`src/rtl/alu_operand_stage_pkg.sv`:
```
// Shared operand-select encodings and default widths for the ALU operand stage.
package alu_operand_stage_pkg;

  localparam int XLEN_DEF = 32;
  localparam int RAW_DEF  = 5;

  localparam logic [2:0] OPSEL_RR = 3'b000;
  localparam logic [2:0] OPSEL_RI = 3'b001;
  localparam logic [2:0] OPSEL_PI = 3'b010;
  localparam logic [2:0] OPSEL_RP = 3'b011;
  localparam logic [2:0] OPSEL_ZI = 3'b100;
  localparam logic [2:0] OPSEL_P4 = 3'b101;

  function automatic logic sel_reserved(input logic [2:0] s);
    return (s == 3'b110) || (s == 3'b111);
  endfunction

endpackage

```
`src/rtl/fwd_resolve.sv`:
```
// Priority match of one source register against the forwarding sources.
// The lowest index (youngest) wins; x0 is never forwarded.
module fwd_resolve #(
  parameter int XLEN = 32,
  parameter int NFWD = 2,
  parameter int RAW  = 5
) (
  input  logic [RAW-1:0]       addr,
  input  logic [XLEN-1:0]      data,
  input  logic [NFWD-1:0]      fwd_valid,
  input  logic [NFWD*RAW-1:0]  fwd_addr,
  input  logic [NFWD*XLEN-1:0] fwd_data,
  output logic [XLEN-1:0]      res
);

  always_comb begin
    res = data;
    // Walk oldest to youngest so the youngest match overrides.
    for (int k = NFWD - 1; k >= 0; k--) begin
      if (addr != '0 && fwd_valid[k] &&
          fwd_addr[k*RAW +: RAW] == addr)
        res = fwd_data[k*XLEN +: XLEN];
    end
  end

endmodule

```
`src/rtl/alu_operand_stage.sv`:
```
// ID/EX operand select with forwarding and valid/ready output register.
// Define SKID_EN for a one-entry skid buffer and a registered in_ready.
module alu_operand_stage
  import alu_operand_stage_pkg::*;
#(
  parameter int XLEN = XLEN_DEF,
  parameter int NFWD = 2,
  parameter int RAW  = RAW_DEF
) (
  input  logic                 clk,
  input  logic                 rst_n,
  input  logic                 in_valid,
  output logic                 in_ready,
  input  logic [2:0]           sel,
  input  logic [RAW-1:0]       rs1_addr,
  input  logic [RAW-1:0]       rs2_addr,
  input  logic [XLEN-1:0]      rs1_data,
  input  logic [XLEN-1:0]      rs2_data,
  input  logic [XLEN-1:0]      pc,
  input  logic [XLEN-1:0]      imm,
  input  logic [NFWD-1:0]      fwd_valid,
  input  logic [NFWD*RAW-1:0]  fwd_addr,
  input  logic [NFWD*XLEN-1:0] fwd_data,
  output logic                 out_valid,
  input  logic                 out_ready,
  output logic [XLEN-1:0]      alu_in1,
  output logic [XLEN-1:0]      alu_in2,
  output logic                 illegal_sel
);

  logic [XLEN-1:0] r1;
  logic [XLEN-1:0] r2;
  logic [XLEN-1:0] op1;
  logic [XLEN-1:0] op2;
  logic            ill;
  logic            accept;
  logic            xfer;

  fwd_resolve #(
    .XLEN(XLEN), .NFWD(NFWD), .RAW(RAW)
  ) u_fwd1 (
    .addr      (rs1_addr),
    .data      (rs1_data),
    .fwd_valid (fwd_valid),
    .fwd_addr  (fwd_addr),
    .fwd_data  (fwd_data),
    .res       (r1)
  );

  fwd_resolve #(
    .XLEN(XLEN), .NFWD(NFWD), .RAW(RAW)
  ) u_fwd2 (
    .addr      (rs2_addr),
    .data      (rs2_data),
    .fwd_valid (fwd_valid),
    .fwd_addr  (fwd_addr),
    .fwd_data  (fwd_data),
    .res       (r2)
  );

  always_comb begin
    op1 = r1;
    op2 = r2;
    ill = sel_reserved(sel);
    unique case (sel)
      OPSEL_RR: begin
        op1 = r1;
        op2 = r2;
      end
      OPSEL_RI: begin
        op1 = r1;
        op2 = imm;
      end
      OPSEL_PI: begin
        op1 = pc;
        op2 = imm;
      end
      OPSEL_RP: begin
        op1 = r1;
        op2 = pc;
      end
      OPSEL_ZI: begin
        op1 = '0;
        op2 = imm;
      end
      OPSEL_P4: begin
        op1 = pc;
        op2 = XLEN'(4);
      end
      default: begin
        op1 = r1;
        op2 = r2;
      end
    endcase
  end

  assign accept = in_valid && in_ready;
  assign xfer   = out_valid && out_ready;

`ifdef SKID_EN
  logic            skid_full;
  logic [XLEN-1:0] skid_in1;
  logic [XLEN-1:0] skid_in2;
  logic            skid_ill;

  assign in_ready = !skid_full;

  always_ff @(posedge clk or negedge rst_n) begin
    if (!rst_n) begin
      out_valid   <= 1'b0;
      alu_in1     <= '0;
      alu_in2     <= '0;
      illegal_sel <= 1'b0;
      skid_full   <= 1'b0;
      skid_in1    <= '0;
      skid_in2    <= '0;
      skid_ill    <= 1'b0;
    end else if (skid_full) begin
      if (xfer) begin
        alu_in1     <= skid_in1;
        alu_in2     <= skid_in2;
        illegal_sel <= skid_ill;
        skid_full   <= 1'b0;
      end
    end else if (out_valid && !out_ready) begin
      // Output stalled: park the new item behind it.
      if (accept) begin
        skid_in1  <= op1;
        skid_in2  <= op2;
        skid_ill  <= ill;
        skid_full <= 1'b1;
      end
    end else if (accept) begin
      alu_in1     <= op1;
      alu_in2     <= op2;
      illegal_sel <= ill;
      out_valid   <= 1'b1;
    end else if (xfer) begin
      out_valid <= 1'b0;
    end
  end
`else
  assign in_ready = !out_valid || out_ready;

  always_ff @(posedge clk or negedge rst_n) begin
    if (!rst_n) begin
      out_valid   <= 1'b0;
      alu_in1     <= '0;
      alu_in2     <= '0;
      illegal_sel <= 1'b0;
    end else if (accept) begin
      alu_in1     <= op1;
      alu_in2     <= op2;
      illegal_sel <= ill;
      out_valid   <= 1'b1;
    end else if (xfer) begin
      out_valid <= 1'b0;
    end
  end
`endif

endmodule

```
`config.mk`:
```
export PLATFORM = sky130hd
export DESIGN_NAME = alu_operand_stage
export DESIGN_NICKNAME = d
export VERILOG_FILES = /design/src/rtl/alu_operand_stage_pkg.sv /design/src/rtl/fwd_resolve.sv /design/src/rtl/alu_operand_stage.sv
export SDC_FILE = /design/constraint.sdc
export NUM_CORES = 1
export LEC_CHECK = 0
export ABC_CLOCK_PERIOD_IN_PS = 1400
export CORE_MARGIN = 10
export CORE_UTILIZATION = 37
export DETAILED_ROUTE_END_ITERATION = 8
export PLACE_DENSITY = 0.78
export SLEW_MARGIN = 20
export SYNTH_ARGS = -nofsm -noshare
export SYNTH_HDL_FRONTEND = slang
export SYNTH_HIERARCHICAL = 1
export SYNTH_SLANG_ARGS = --single-unit
export TNS_END_PERCENT = 30
```
`constraint.sdc`:
```
create_clock -name clk -period 1.4 [get_ports clk]
set_input_delay 0.14 -clock clk [delete_from_list [all_inputs] [get_ports clk]]
set_output_delay 0.14 -clock clk [all_outputs]
set_load 0.02 [all_outputs]
```
==> flow_metrics.env <==
export IMPL_gp_congestion=0.9443
export IMPL_synthCells=722
export IMPL_wirelength_um=34250
export IMPL_pre_cts_slack_ns=-1.052
export IMPL_synth_seq_area_share_pct=30.13
export IMPL_drcViolationCount=0
export IMPL_syn_area_per_cell_um2=7.592
export IMPL_synthTopCellsByArea="dfrtp_1 30%, a31oi_1 7.3%, nor2_1 6.6%, o221a_1 6.2%, nand3_1 5.8%"
export IMPL_layout_commonest_cell="clkdlybuf4s50_1"
export IMPL_skew_ns=0.005654
export IMPL_power_density_nw_per_um2=847.3
export IMPL_max_freq_mhz=533.9
export IMPL_clockBufferDepth=2
export IMPL_outcome="finished, violations left"
export IMPL_cts_sinks=66
export IMPL_leakage_nw=3.778
export IMPL_die_x_um=141.7
export IMPL_arrival_ns=2.14
export IMPL_synth_nets=943
export IMPL_yosysTopAreaCellShare_pct=30.13
export IMPL_nFillCells=1152
export IMPL_finalSetupViolations=64
export IMPL_cts_buffers=9
export IMPL_synth_top_cell_by_area="dfrtp_1"
export IMPL_postLayoutCoreUtil_pct=70.89
export IMPL_start_util_pct=37.72
export IMPL_die_h_um=141.7
export IMPL_rsz0062_at_grt="true"
export IMPL_vias=8256
export IMPL_fp_row_count=44
export IMPL_vdd_drop_max_mv=0.6071
export IMPL_rrSetupSlack_ns=-0.16
export IMPL_min_period_ns=1.873
export IMPL_grt_max_degree=67
export IMPL_end_kind="flop"
export IMPL_finalNonFillerCells=1239
export IMPL_nets=1270
export IMPL_drt_iter0_markers=1071
export IMPL_crit_type="in2reg"
export IMPL_dp_cells=1182
export IMPL_fin_crit_sh_pct=133.8
export IMPL_htreeDepth=3
export IMPL_ys_ff_latch=66
export IMPL_first_pass_iters=6
export IMPL_yosysUniqueCellTypes=37
export IMPL_worst_pin_slew_ns=0.6081
export IMPL_hold_viol_final=0
export IMPL_relSlewSlack_pct=58.60
export IMPL_hp_class="in2async"
export IMPL_via_per_inst=6.663
export IMPL_clk_latency_ns=0.34
export IMPL_cap_violations=0
export IMPL_grt_usage_pct=32.12
export IMPL_mostFrequentLayoutCells="195 x clkdlybuf4s50_1, 95 x nor2_1, 81 x dlygate4sd2_1"
export IMPL_grt_pass1_vias=8443
export IMPL_antenna_found_initial=2
export IMPL_detail_route_antenna_nets=0
export IMPL_drive_gt1_share_pct=20.97
export IMPL_syn_area_um2=5482
export IMPL_port_buffers=287
export IMPL_num_io_pins=288
export IMPL_wl_per_cell_um=27.64
export IMPL_die_area_um2=20080
export IMPL_hpwl_um=22570
export IMPL_area_growth_syn_to_layout_pct=87.97
export IMPL_cp_data_required_time_ns=1.67
export IMPL_core_um2=14530
export IMPL_fin_setup_tns_ns=-20.25
export IMPL_cts_root_buf="clkbuf_16"
export IMPL_violations="setup timing"
export IMPL_grt_pass1_wl_um=50310
export IMPL_grt_ovfl_total=0
export IMPL_cts_tree="yes"
export IMPL_layout_setup_ws_ns=-0.4729
export IMPL_path_max_fanout=4
export IMPL_hold_worst_slack_ns=0.3258
export IMPL_cp_start_kind="primary input"
export IMPL_clk_pin_slew_ns=0.06
export IMPL_maxSlewViolCount=0
export IMPL_ys_warn_count=6
[final timing paths]
check,depth (start not counted),startpoint,end
max in group asynchronous,3,rst_n,alu_in2[8]
min reg2reg,2,alu_in1[24],alu_in1[24]
max reg2reg,5,out_valid,alu_in1[26]
max,10,rs1_addr[4],alu_in1[16]
min,3,rst_n,alu_in1[0]
min in group clk,2,in_valid,out_valid
[metal layers]
layer / share of wire [%] / track usage [%]
met5: 0.050 / 0
met3: 14 / 12.15
met2: 45 / 50.49
met1: 36 / 36.95
met4: 5.6 / 17.48
[kinds of logic after synthesis]
kind of cell,share of synthesized area [%]
AOI/OAI and AO/OA,37.34
and+or+nand+nor,20.82
buffers and inverters,7.943
DFF,30.13
xor gates and xnor gates,3.196
muxes,0.5706
[flip-flops by register name (all words and copies together), names as in the netlist]
name	count
alu_in1	32
illegal_sel	1
alu_in2	32
out_valid	1
[worst max-delay path, stage by stage]
cell	delay, ns
buf_6	0.10
or4_4	0.58
buf_6	0.15
o211ai_4	0.25
buf_12	0.16
buf_6	0.12
o21ai_0	0.09
a31oi_1	0.30
a221oi_2	0.13
nor2_1	0.11
[cell type report]
| type | instances | area (um2) | area share [%] |
|---|---|---|---|
| inverters | 1 | 3.754 | 0.03643 |
| clock inverters | 5 | 77.57 | 0.7529 |
| clock buffers | 11 | 242.7 | 2.356 |
| flip-flops and latches | 66 | 1652 | 16.03 |
| diodes | 1 | 2.502 | 0.02429 |
| well taps | 184 | 230.2 | 2.234 |
| repair buffers | 406 | 4195 | 40.72 |
| multi-input cells | 565 | 3900 | 37.85 |
[synth_stat cells]
cell type  number
and2_1          1
o221a_1        30
o21a_1          1
nand4_1         4
nand2b_1        3
mux2i_1         2
o221ai_1       31
o211ai_2        4
nor2_1         96
nand2b_2        1
o211a_1         2
a21oi_1        63
o21ai_1        10
or2_1           2
a31oi_1        64
or3_1           1
nand2_1         4
dfrtp_1        66
buf_2          27
mux2_2          1
clkbuf_1       46
buf_6           4
nor3b_1         1
nor3_1         64
o32a_1          1
a221oi_1       32
o221a_2         1
inv_1           1
a21o_1          1
buf_1           1
nand3_1        64
and4_1          2
buf_4           6
or4_4           2
clkbuf_2        6
o21ai_0        57
xnor2_1        20
[power breakdown]
| part | internal (mW) | switching, mW | total [mW] |
|---|---|---|---|
| Combinational | 1.75 | 2.01 | 3.76 |
| Clock | 1.60 | 0.934 | 2.54 |
| Sequential | 2.23 | 0.207 | 2.44 |
[through the flow]
step	instance area [um2]	total power, mW
floorplan	5517	3.905
finish	10300	8.731
CTS	10100	8.579
global placement	8910	5.923
detailed placement	8910	5.953
global route	10300	9.019
[what timing repair did]
action | 4_1_cts | 5_1_grt
hold buffers | 1 | 0
setup endpoints to repair | 131 | 64
setup buffers | 21 | 11
endpoints found under the hold margin | 66 | 0
pin swaps | 75 | 72
gates resized for setup | 224 | 54
cloned | 15 | 1
(Power assumes the default switching activity.)
